File: config.mk
export PLATFORM = sky130hd
export DESIGN_NAME = alu_secuencial
export DESIGN_NICKNAME = d
export VERILOG_FILES = /design/src/rtl/alu_pkg.sv /design/src/rtl/muldiv_iter.sv /design/src/rtl/alu_secuencial.sv
export SDC_FILE = /design/constraint.sdc
export NUM_CORES = 1
export LEC_CHECK = 0
export ABC_AREA = 1
export CAP_MARGIN = 20
export CORE_ASPECT_RATIO = 0.6
export CORE_MARGIN = 1.5
export CORE_UTILIZATION = 35
export DETAILED_ROUTE_END_ITERATION = 12
export PLACE_DENSITY = 0.59
export SETUP_SLACK_MARGIN = 0.02
export SLEW_MARGIN = 10
export SYNTH_ARGS = -nofsm -noshare
export SYNTH_HDL_FRONTEND = slang
export SYNTH_HIERARCHICAL = 1
export SYNTH_SLANG_ARGS = --single-unit
File: constraint.sdc
create_clock -name clk -period 3.45 [get_ports clk]
set_clock_uncertainty 0.1 [all_clocks]
set_input_delay 0.69 -clock clk [delete_from_list [all_inputs] [get_ports clk]]
set_output_delay 0.69 -clock clk [all_outputs]
set_load 0.02 [all_outputs]
File: src/rtl/alu_pkg.sv
// Shared constants for the sequential ALU: opcodes, flag bit positions and FSM encoding.
package alu_pkg;

  localparam int DW = 4;

  localparam logic [3:0] OP_ADD = 4'h0;
  localparam logic [3:0] OP_SUB = 4'h1;
  localparam logic [3:0] OP_AND = 4'h2;
  localparam logic [3:0] OP_OR  = 4'h3;
  localparam logic [3:0] OP_XOR = 4'h4;
  localparam logic [3:0] OP_NOT = 4'h5;
  localparam logic [3:0] OP_SHL = 4'h6;
  localparam logic [3:0] OP_SHR = 4'h7;
  localparam logic [3:0] OP_MUL = 4'h8;
  localparam logic [3:0] OP_DIV = 4'h9;
  localparam logic [3:0] OP_MOD = 4'hA;

  localparam int F_Z = 0;
  localparam int F_C = 1;
  localparam int F_N = 2;
  localparam int F_V = 3;
  localparam int F_E = 4;

  typedef enum logic [1:0] {
    ST_IDLE = 2'd0,
    ST_CALC = 2'd1,
    ST_DONE = 2'd2
  } state_t;

  // MUL always iterates; DIV/MOD iterate only with a non-zero divisor.
  function automatic logic is_iterative(input logic [3:0] op, input logic [DW-1:0] b);
    return (op == OP_MUL) || (((op == OP_DIV) || (op == OP_MOD)) && (b != '0));
  endfunction

endpackage

File: src/rtl/muldiv_iter.sv
// Four-step iterative engine shared by MUL (shift-add) and DIV/MOD (restoring, unsigned).
// result/ovf reflect the step being taken this cycle, so they are final while fin is high.
module muldiv_iter
  import alu_pkg::*;
(
  input  logic          clk,
  input  logic          rst_n,
  input  logic          go,
  input  logic [3:0]    op,
  input  logic [DW-1:0] a,
  input  logic [DW-1:0] b,
  output logic [DW-1:0] result,
  output logic          ovf,
  output logic          fin
);

  logic [2*DW-1:0] acc_q, acc_d, acc_cur;
  logic [DW-1:0]   sreg_q, sreg_d, sreg_cur;
  logic [1:0]      cnt_q;
  logic [2*DW-1:0] mcand;
  logic [DW:0]     rem_sh, rem_sub;
  logic            is_mul;

  always_comb begin
    // NOTE: every signal gets a default before any branch, so no path can infer a latch.
    is_mul   = (op == OP_MUL);
    acc_cur  = (cnt_q == 2'd0) ? '0 : acc_q;
    sreg_cur = (cnt_q == 2'd0) ? (is_mul ? b : a) : sreg_q;
    // Multiplier bits are consumed LSB first, so the multiplicand weight is 2**step.
    mcand    = {{DW{1'b0}}, a} << cnt_q;
    rem_sh   = {acc_cur[DW-1:0], sreg_cur[DW-1]};
    rem_sub  = rem_sh - {1'b0, b};
    acc_d    = acc_cur;
    sreg_d   = sreg_cur;

    if (is_mul) begin
      acc_d  = acc_cur + (sreg_cur[0] ? mcand : '0);
      sreg_d = {1'b0, sreg_cur[DW-1:1]};
    end else if (rem_sh >= {1'b0, b}) begin
      acc_d  = {{(DW-1){1'b0}}, rem_sub};
      sreg_d = {sreg_cur[DW-2:0], 1'b1};
    end else begin
      acc_d  = {{(DW-1){1'b0}}, rem_sh};
      sreg_d = {sreg_cur[DW-2:0], 1'b0};
    end
  end

  always_ff @(posedge clk or negedge rst_n) begin
    // NOTE: non-blocking assignments so every register samples pre-edge values.
    if (!rst_n) begin
      acc_q  <= '0;
      sreg_q <= '0;
      cnt_q  <= 2'd0;
    end else if (go) begin
      acc_q  <= acc_d;
      sreg_q <= sreg_d;
      cnt_q  <= cnt_q + 2'd1;
    end else begin
      cnt_q  <= 2'd0;
    end
  end

  always_comb begin
    fin    = go && (cnt_q == 2'd3);
    ovf    = is_mul && (acc_d[2*DW-1:DW] != '0);
    result = (op == OP_DIV) ? sreg_d : acc_d[DW-1:0];
  end

endmodule

File: src/rtl/alu_secuencial.sv
// Sequential ALU: captures operands on start, runs a 1-cycle or 4-cycle calculation,
// then presents registered result/flags with a one-cycle done pulse.
module alu_secuencial
  import alu_pkg::*;
#(
  parameter int WIDTH = 4
) (
  input  logic             clk,
  input  logic             rst_n,
  input  logic [WIDTH-1:0] iA,
  input  logic [WIDTH-1:0] iB,
  input  logic [3:0]       opcode,
  input  logic             start,
  output logic [WIDTH-1:0] outrest,
  output logic [4:0]       outflag,
  output logic             busy,
  output logic             done
);

  state_t           state_q, state_d;
  logic [WIDTH-1:0] a_q, b_q;
  logic [3:0]       op_q;

  logic             long_op, calc_fin, go;
  logic [WIDTH-1:0] md_result;
  logic             md_ovf, md_fin;

  logic [WIDTH:0]   sum, diff;
  logic [WIDTH-1:0] res;
  logic [4:0]       flg;
  logic             fc, fv, fe;

  // State register plus operand capture; operands are frozen for the whole operation.
  always_ff @(posedge clk or negedge rst_n) begin
    if (!rst_n) begin
      state_q <= ST_IDLE;
      a_q     <= '0;
      b_q     <= '0;
      op_q    <= '0;
    end else begin
      state_q <= state_d;
      if (state_q == ST_IDLE && start) begin
        a_q  <= iA;
        b_q  <= iB;
        op_q <= opcode;
      end
    end
  end

  always_comb begin
    state_d = state_q;
    case (state_q)
      ST_IDLE: if (start)    state_d = ST_CALC;
      ST_CALC: if (calc_fin) state_d = ST_DONE;
      ST_DONE:               state_d = ST_IDLE;
      default:               state_d = ST_IDLE;
    endcase
  end

  always_comb begin
    busy = (state_q != ST_IDLE);
    done = (state_q == ST_DONE);
  end

  assign long_op  = is_iterative(op_q, b_q);
  assign go       = (state_q == ST_CALC) && long_op;
  assign calc_fin = long_op ? md_fin : 1'b1;

  muldiv_iter u_muldiv (
    .clk    (clk),
    .rst_n  (rst_n),
    .go     (go),
    .op     (op_q),
    .a      (a_q),
    .b      (b_q),
    .result (md_result),
    .ovf    (md_ovf),
    .fin    (md_fin)
  );

  // Single-cycle datapath and flag generation; iterative ops take the engine's final step.
  always_comb begin
    sum  = {1'b0, a_q} + {1'b0, b_q};
    diff = {1'b0, a_q} - {1'b0, b_q};
    res  = '0;
    fc   = 1'b0;
    fv   = 1'b0;
    fe   = 1'b0;
    case (op_q)
      OP_ADD: begin
        res = sum[WIDTH-1:0];
        fc  = sum[WIDTH];
        fv  = (a_q[WIDTH-1] == b_q[WIDTH-1]) && (res[WIDTH-1] != a_q[WIDTH-1]);
      end
      OP_SUB: begin
        res = diff[WIDTH-1:0];
        fc  = diff[WIDTH];
        fv  = (a_q[WIDTH-1] != b_q[WIDTH-1]) && (res[WIDTH-1] != a_q[WIDTH-1]);
      end
      OP_AND: res = a_q & b_q;
      OP_OR:  res = a_q | b_q;
      OP_XOR: res = a_q ^ b_q;
      OP_NOT: res = ~a_q;
      OP_SHL: begin
        res = {a_q[WIDTH-2:0], 1'b0};
        fc  = a_q[WIDTH-1];
      end
      OP_SHR: begin
        res = {1'b0, a_q[WIDTH-1:1]};
        fc  = a_q[0];
      end
      OP_MUL: begin
        res = md_result;
        fv  = md_ovf;
      end
      OP_DIV, OP_MOD: begin
        if (b_q == '0) fe  = 1'b1;
        else           res = md_result;
      end
      default: fe = 1'b1;
    endcase

    flg      = '0;
    flg[F_E] = fe;
    flg[F_V] = fv;
    flg[F_N] = res[WIDTH-1];
    flg[F_C] = fc;
    flg[F_Z] = (res == '0);
  end

  // Result registers change only when a calculation completes.
  always_ff @(posedge clk or negedge rst_n) begin
    if (!rst_n) begin
      outrest <= '0;
      outflag <= '0;
    end else if (state_q == ST_CALC && calc_fin) begin
      outrest <= res;
      outflag <= flg;
    end
  end

endmodule

# Word level (Yosys, flattened, before mapping)
# Index checks and enable logic that the tools add are counted.
# op_classes
muxes	20
add_sub_neg	5
order_cmp	1
bitwise	4
shifts	1
div	0
n_reduce_logical	21
n_mul	0
n_eq_ne	19
# ops
operator	n
one-hot mux 4 bit (10 select lines)	1
2-to-1 mux 8 bit	3
2-to-1 mux 4 bit	5
equality test 4 x 3 -> 1 bit (second input constant)	4
equality test 4 bit (second input constant)	3
zero test 4 bit	3
OR reduction 9 bit	1
adder 8 bit	1
equality test 4 x 2 -> 1 bit (second input constant)	2
logical AND 1 bit	8
nonzero test 4 bit	2
<< shifter 4 x 2 -> 8 bit	1
2-to-1 mux 2 bit	3
adder 4 x 4 -> 5 bit	1
greater-or-equal comparator 5 x 4 -> 1 bit	1
2-to-1 mux 5 bit	1
subtractor 4 x 4 -> 5 bit	1
subtractor 5 x 4 -> 5 bit	1
AND 4 bit	1
equality test 2 bit (second input constant)	2
equality test 4 x 1 -> 1 bit (second input constant)	1
zero test 2 bit	2
!= test 2 bit (second input constant)	2
NOT 4 bit	1
15 further kinds	20
# word_totals
mem_count	0
out_inout_bits	11
latch_bits	0
mem_bits_ro	0
ram_bits	0
regBits	37

# Depth between registers and ports, before layout
# Gate-level depths: netlist of the first run.
# logic_depth
depth_word	10
mapped_depth	24
mapped_depth_nobuf	23

# Cells and area by module
# Netlist of the first run, hierarchy kept.
# by_module_without_submodules
mod	cells_per_inst	area_per_inst_um2	seq_area_each_um2	instances
muldiv_iter	259	1690.4	350.3	1
alu_secuencial	239	1645.3	550.5	1

# Least setup slack after synthesis of the first run
# OpenSTA, ideal clock, no wires.
# synth_path
path_kind	register to register
start	register u_muldiv.cnt_q[1]
end	register outflag[0]
slack_ns	0.277
path_buffers	2
path_stages_with_launch	20
required_ns	3.233
synth_period_minus_slack_ns	3.173
arrival_time_ns	2.956
path_cell_list	dfrtp_1 clkbuf_1 inv_1 ha_1 buf_2 or2_2 nand2_2 nor3_1 ha_1 inv_1 fa_1 or2_2 nand3_2 nand2_1 nand2_1 nand3_1 nand3_1 nor2_1 nand3_1 nand2_1
# synth_via
elab_chain_cells	9
# synth_lines
item	line	text
from (decl)	muldiv_iter.sv:19	logic [1:0] cnt_q;
from (signal assigned)	muldiv_iter.sv:57	cnt_q <= cnt_q + 2'd1;
zero test 2 bit	muldiv_iter.sv:27, muldiv_iter.sv:28	
2-to-1 mux 4 bit or 2-to-1 mux 8 bit (tied branches)	muldiv_iter.sv:28, muldiv_iter.sv:27	
2-to-1 mux 8 bit, or another cell as far along	muldiv_iter.sv:37	acc_d = acc_cur + (sreg_cur[0] ? mcand : '0);
adder 8 bit or 2-to-1 mux 5 bit (tied branches)	muldiv_iter.sv:37, muldiv_iter.sv:39	
2-to-1 mux 8 bit	muldiv_iter.sv:36	if (is_mul) begin
2-to-1 mux 4 bit *	muldiv_iter.sv:66	result = (op == OP_DIV) ? sreg_d : acc_d[DW-1:0];
named net md_result[1]	alu_secuencial.sv:25	logic [WIDTH-1:0] md_result;
2-to-1 mux 4 bit	alu_secuencial.sv:117	if (b_q == '0) fe = 1'b1;
one-hot mux 4 bit (10 select lines) *	alu_secuencial.sv:89	case (op_q)
zero test 4 bit *	alu_secuencial.sv:128	flg[F_Z] = (res == '0);
to (signal assigned)	alu_secuencial.sv:138	outflag <= flg;
to (decl)	alu_secuencial.sv:15	output logic [4:0] outflag,
# The timed path passes the listed nets; every way through them passes the cells marked *.
# A chain may end at the register's enable or synchronous reset.

# Worst setup path after layout of the first run
# layout_path
start	register op_q[1]
end	register outflag[3]
# layout_via
elab_chain_cells	9
# layout_lines
item	line	text
from (decl)	alu_secuencial.sv:22	logic [3:0] op_q;
from (signal assigned)	alu_secuencial.sv:45	op_q <= opcode;
equality test 4 bit *	muldiv_iter.sv:26	is_mul = (op == OP_MUL);
2-to-1 mux 4 bit (2 in series)	muldiv_iter.sv:28	sreg_cur = (cnt_q == 2'd0) ? (is_mul ? b : a) : sreg_q;
2-to-1 mux 8 bit, or another cell as far along	muldiv_iter.sv:37	
adder 8 bit or 2-to-1 mux 5 bit (tied branches)	muldiv_iter.sv:37, muldiv_iter.sv:39	
2-to-1 mux 8 bit	muldiv_iter.sv:36	
nonzero test 4 bit	muldiv_iter.sv:65	ovf = is_mul && (acc_d[2*DW-1:DW] != '0);
logical AND 1 bit *	muldiv_iter.sv:65	
named net md_ovf	alu_secuencial.sv:26	logic md_ovf, md_fin;
one-hot mux 1 bit (3 select lines) *	alu_secuencial.sv:89	
# Marked as above.

==> results.json, run 1 <==
{
  "clkPwrFrac": 0.142,
  "leakage_uw": 0.00209,
  "placed_cell_area_um2": 3710,
  "critPathKind": "reg -> reg",
  "hp-class": "reg -> reg",
  "dieArea_um2": 10100,
  "fin_crit_ns": 3.14,
  "core_um2": 9220,
  "cts_sinks": 36,
  "p_per_area_nw_per_um2": 870,
  "layout_commonest_cell": "nand2_1",
  "seq_power_share": 0.226,
  "grt_pass1_vias": 2900,
  "clockBufferDepth": 2,
  "min_from": "outflag[1]",
  "ctsHoldBuffers": 0,
  "pre_cts_ws_ns": 0.233,
  "r2r_cells": 20,
  "worst_slack_ns": 0.312,
  "grt_max_degree": 37,
  "max_freq_mhz": 319,
  "final_cell_mix": "139 x nand2_1, 68 x nand3_1, 65 x inv_1",
  "num_vias": 3253,
  "clkLatencyLatePin_ns": 0.29,
  "multi_input_area_um2": 2110,
  "die_w_um": 129,
  "synth_edf_count": 0,
  "grt_first_pass_wirelength_um": 15800,
  "drc": 0,
  "worst-slew-pin-transition_ns": 0.880,
  "timing.hold.ws_ns": 0.377,
  "drt-wirelength-per-cell_um": 15.1,
  "slowest_stage": "dfrtp_1",
  "cts_setup_buffers": 0,
  "crit_chain": "nor2_2 -> nand2_4 -> clkinv_2 -> nand2_1 -> nand3_2 -> nand2_2 -> nor3_1 -> ha_1 -> inv_1 -> fa_1 -> inv_1 -> nand2_1 -> nand3_1 -> nand2_1 -> nand3_1 -> nand4_1 -> nand3_1 -> nand3_1 -> nand2_1 -> nand2_1",
  "rsz0062_at_grt": "no",
  "outcome": "completed",
  "crit_arrival_ns": 3.22,
  "io_pins": 26,
  "p_int_uw": 1580,
  "max-slew-margin-rel": 0.412,
  "grt_use_total": 0.208,
  "fin_crit_sh": 0.910,
  "antenna_cells": 0,
  "crit_path_start": "op_q[1]",
  "worstPathRequired_ns": 3.53,
  "worst_r2r_endpoint": "outflag[3]",
  "clkTransAtPathRegs_ns": 0.06,
  "cts_made_buffers": 5,
  "syn_inst": 498,
  "syn_to_final_growth_pct": 16.2,
  "rows": 27,
  "setup_violations": 0,
  "drtPass1Iterations": 6,
  "cts-root-buf": "clkbuf_16",
  "final_area_um2": 3870,
  "port_buffers": 25,
  "combPwrFrac": 0.633,
  "rr_startpoint": "op_q[1]",
  "hold_viol": 0,
  "crit_fanout": 17,
  "cts_tree": "yes",
  "finalMaxSlewViolations": 0,
  "synth_area_per_cell_um2": 6.70,
  "synth_seq_area_share": 0.270,
  "hold-path-endpoint": "outflag[1]",
  "drive_above_1_share": 0.101,
  "grt_overflow": 0,
  "synth_ff_type": "dfrtp_1",
  "vias_per_cell": 4.96,
  "gp_congestion": 0.949,
  "wirelength_um": 9880,
  "cap_viol_max_count": 0,
  "cp_slowest_stage_delay_ns": 0.46,
  "ys_async_sr_fraction": 1.00,
  "register_area_um2": 901,
  "die_h_um": 78.6,
  "start_util": 0.362,
  "switching_share": 0.530,
  "crit_path_start_kind": "register",
  "ant_nets": 0,
  "setup_tns_ns": 0,
  "num-fill-cells": 971,
  "peakVddDrop_uv": 289,
  "ys_seq_elements": 36,
  "hpwl_um": 7910,
  "p_switching_uw": 1790,
  "yosysUniqueCellTypes": 39,
  "nNetsFinal": 570,
  "yosys_warnings": 6,
  "syn_nets": 543,
  "htreeDepth": 2,
  "cpMostUsedCell": "nand2_1",
  "synthesis.area_um2": 3340,
  "first_iter_violations": 506,
  "grt_antenna_before_repair": 0,
  "regToRegSetupSlack_ns": 0.31,
  "cp-end-kind": "register",
  "min_delay_path_depth": 2
}
==> layout make-up <==
| type | instances | area share |
|---|---|---|
| clock buffers | 7 | 0.0368 |
| flip-flops and latches | 36 | 0.232 |
| multi-input cells | 381 | 0.544 |
| repair buffers | 31 | 0.0749 |
| well taps | 130 | 0.0420 |
| inverters | 70 | 0.0681 |
| clock inverters | 1 | 0.00194 |
==> critical path, delay by kind of cell (launching register included) <==
family | cells | cell delay, ns
and+or+nand+nor | 15 | 1.62
adders and majority gates | 2 | 0.61
buffers and inverters | 3 | 0.22
DFF | 1 | 0.46
==> metrics by stage <==
step / utilization / total power, uW / instances
final: 0.420 / 3370 / 656
after global routing: 0.420 / 3680 / 656
after CTS: 0.419 / 3330 / 656
after detailed placement: 0.402 / 2830 / 648
after global placement: 0.402 / 2810 / 648
after floorplan: - / 2200 / 498
==> synth_stat cells (2+ instances only) <==
master / count / area share
clkbuf_1: 4 / 0.0045
inv_1: 65 / 0.073
fa_1: 4 / 0.024
inv_2: 4 / 0.0045
a211oi_1: 2 / 0.0045
nand2_1: 139 / 0.16
nand3_2: 4 / 0.012
nand3b_1: 4 / 0.0090
o21ai_0: 9 / 0.014
buf_4: 3 / 0.0068
nor2_1: 56 / 0.063
dfrtp_1: 36 / 0.27
nor3_1: 3 / 0.0045
o21ai_1: 4 / 0.0060
nand2_4: 4 / 0.014
a21oi_1: 20 / 0.030
xor2_1: 2 / 0.0053
o211ai_1: 2 / 0.0045
ha_1: 26 / 0.098
nor2_4: 3 / 0.010
nand2_2: 7 / 0.013
buf_6: 2 / 0.0068
nor2_2: 4 / 0.0075
nand4_1: 7 / 0.013
or2_2: 3 / 0.0056
nand3_1: 68 / 0.10
==> layer usage <==
metal,up-vias,wire (um),track usage
met5,-,0,0
met3,7,1120,0.0763
met2,145,3330,0.234
met4,0,74,0.0438
li1,1641,-,-
met1,1460,5350,0.347
==> power by group through the flow <==
stage          registers, uW  logic [uW]  clock network, uW
3_3_place_gp             766        2050                  0
2_1_floorplan            771        1430                  0
3_5_place_dp             763        2070                  0
4_1_cts                  758        2070                495
5_1_grt                  782        2380                517
6_report                 761        2130                478
==> flip-flops by register name (all words and copies together), names as in the netlist <==
| register | count |
|---|---|
| a_q | 4 |
| b_q | 4 |
| op_q | 4 |
| outflag | 5 |
| outrest | 3 |
| state_q | 2 |
| u_muldiv/acc_q | 8 |
| u_muldiv/cnt_q | 2 |
| u_muldiv/sreg_q | 4 |
==> cells by family after synthesis <==
| group | after synthesis | synth area share |
|---|---|---|
| fa+ha+maj | 30 | 0.122 |
| flops | 36 | 0.270 |
| xor+xnor | 3 | 0.00788 |
| buf+inv | 81 | 0.103 |
| simple gates | 306 | 0.424 |
| compound gates | 42 | 0.0735 |
==> timing repair <==
item / CTS / global route
hold endpoints to repair: 0 / 0
resized for setup: 0 / 3
endpoints found under the setup margin: 0 / 4
==> worst max-delay path by stage <==
stage | cells after the start | slack (ns) | end
floorplan | 19 | 0.28 | outflag[0]
global placement | 17 | 0.34 | outflag[0]
detailed placement | 18 | 0.23 | outflag[3]
CTS | 18 | 0.20 | outflag[3]
global route | 20 | 0.03 | outflag[0]
finish | 20 | 0.31 | outflag[3]
(Power assumes the default switching activity.)
==> inputs of run 2 (changes only) <==
RECOVER_POWER = 25   (was not set)
==> run 2 against run 1 <==
Compared with the run above:
- count of clock-buffer cells in the layout stayed put
- cell count unchanged
- routed wire length down 0.17%
- the flow now finishes with violations (capacitance limit, slew limit)
- largest cell class unchanged
==> results.json, run 2 (synthesized netlist as in run 1, its figures left out) <==
{
  "cts_tree": "yes",
  "cp_top_family": "simple AND/OR/NAND/NOR gates",
  "outcome": "finished with violations",
  "layout_commonest_cell": "nand2_1",
  "drc": 0,
  "die_h_um": 78.6,
  "syn_to_final_growth_pct": 16.1,
  "max-slew-margin-rel": -0.335,
  "nNetsFinal": 570,
  "ant_nets": 0,
  "drt-wirelength-per-cell_um": 15.0,
  "rows": 27,
  "grt_first_pass_wirelength_um": 15800,
  "num_vias": 3250,
  "grt_use_total": 0.208,
  "cts_made_buffers": 5,
  "drive_above_1_share": 0.0989,
  "cap_viol_max_count": 1,
  "grt_pass1_vias": 2900,
  "crit_chain": "nor2_2 -> nand2_4 -> clkinv_2 -> nand2_1 -> nand3_2 -> nand2_2 -> nor3_1 -> ha_1 -> inv_1 -> fa_1 -> inv_1 -> nand2_1 -> nand3_1 -> nand2_1 -> nand3_1 -> nand4_1 -> nand3_1 -> nand3_1 -> nand2_1 -> nand2_1",
  "crit_path_start_kind": "register",
  "setup_tns_ns": 0,
  "io_pins": 26,
  "rsz0062_at_grt": "no",
  "crit_fanout": 17,
  "cp-end-kind": "register",
  "peakVddDrop_uv": 291,
  "min_from": "outflag[1]",
  "max_freq_mhz": 319,
  "grt_overflow": 0,
  "hold_viol": 0,
  "p_per_area_nw_per_um2": 870,
  "cp_slowest_stage_delay_ns": 0.46,
  "final_area_um2": 3870,
  "hold-path-endpoint": "outflag[1]",
  "slowest_stage": "dfrtp_1",
  "finalMaxSlewViolations": 37,
  "regMostFlops": "u_muldiv/acc_q",
  "crit_arrival_ns": 3.22,
  "first_iter_violations": 506,
  "clkTransAtPathRegs_ns": 0.06,
  "clockBufferDepth": 2,
  "rr_startpoint": "op_q[1]",
  "placed_cell_area_um2": 3710,
  "wirelength_um": 9860,
  "vias_per_cell": 4.95,
  "critPathBufInv": 3,
  "antenna_cells": 0,
  "leakage_uw": 0.00209,
  "violations": "capacitance limit, slew limit",
  "largest_registers": "u_muldiv/acc_q (8), outflag (5)",
  "gp_congestion": 0.949,
  "setup_violations": 0,
  "worst_r2r_endpoint": "outflag[3]",
  "num-fill-cells": 972,
  "htreeDepth": 2,
  "crit_cells": 20,
  "start_util": 0.362,
  "fin_crit_ns": 3.14,
  "critPathKind": "reg -> reg",
  "core_um2": 9220,
  "largest_reg_flops": 8,
  "hpwl_um": 7910,
  "regToRegSetupSlack_ns": 0.31,
  "hp-class": "reg -> reg",
  "worst-slew-pin-transition_ns": 2.00,
  "grt_antenna_before_repair": 0,
  "drtPass1Iterations": 6,
  "worstPathRequired_ns": 3.53,
  "r2r_cells": 20,
  "grt_max_degree": 37,
  "fin_crit_sh": 0.910,
  "min_delay_path_depth": 2,
  "cts-root-buf": "clkbuf_16",
  "dieArea_um2": 10100,
  "final_cell_mix": "139 x nand2_1, 68 x nand3_1, 65 x inv_1",
  "die_w_um": 129,
  "clkLatencyLatePin_ns": 0.29,
  "cts_sinks": 36,
  "port_buffers": 25,
  "cpMostUsedCell": "nand2_1"
}
==> run 2: changes by cell type in the layout (fill, tap and decap cells not counted), sizes merged <==
cell    change
buf         -1
clkbuf      +1
==> run 2: layout make-up <==
cell class / count / area, um2 / area share
clock buffer: 7 / 143 / 0.0368
clock inverter: 1 / 7.51 / 0.00194
inverter: 70 / 264 / 0.0682
multi-input combinational: 381 / 2110 / 0.544
sequential: 36 / 901 / 0.233
tap: 130 / 163 / 0.0420
timing repair buffer: 31 / 289 / 0.0746
==> run 2: timing repair <==
item	4_1_cts	5_1_grt
setup endpoints to repair	0	4
hold buffers	0	0
resized for setup	0	3
buffers inserted	0	0
==> run 2: how the worst max path moves through the flow <==
| stage | to | slack (ns) | startpoint |
|---|---|---|---|
| global route | outflag[0] | 0.03 | u_muldiv/cnt_q[0] |
| CTS | outflag[3] | 0.20 | u_muldiv/cnt_q[0] |
| floorplan | outflag[0] | 0.28 | u_muldiv/cnt_q[1] |
| detailed placement | outflag[3] | 0.23 | u_muldiv/cnt_q[0] |
| global placement | outflag[0] | 0.34 | u_muldiv/cnt_q[0] |
| finish | outflag[3] | 0.31 | op_q[1] |
==> run 2: power by group <==
| group | switching (uW) | total, uW | internal, uW |
|---|---|---|---|
| logic | 1420 | 2130 | 714 |
| registers | 180 | 761 | 581 |
| clock network | 190 | 478 | 288 |
==> run 2: per-layer routing <==
metal	share of wire	wire length, um	track usage	vias up
li1	-	-	-	1642
met5	0	0	0	-
met1	0.55	5440	0.347	1462
met2	0.34	3300	0.234	139
met3	0.11	1040	0.0763	7
met4	0.0075	74	0.0438	0
==> run 2: tightest hold or removal path: stages (launching register included) <==
cell and delay [ns]:
dfrtp_1 0.34, nand2_1 0.06, nand2_1 0.05
==> run 2: metrics by stage <==
stage | setup slack, ns | util | total power, uW | hold WS (ns) | std cells
3_3_place_gp | 0.345 | 0.402 | 2810 | 0.367 | 648
5_1_grt | 0.0305 | 0.420 | 3680 | 0.410 | 656
4_1_cts | 0.204 | 0.419 | 3330 | 0.383 | 656
3_5_place_dp | 0.233 | 0.402 | 2830 | 0.367 | 648
2_1_floorplan | 0.277 | - | 2200 | 0.294 | 498
6_report | 0.310 | 0.420 | 3370 | 0.377 | 656
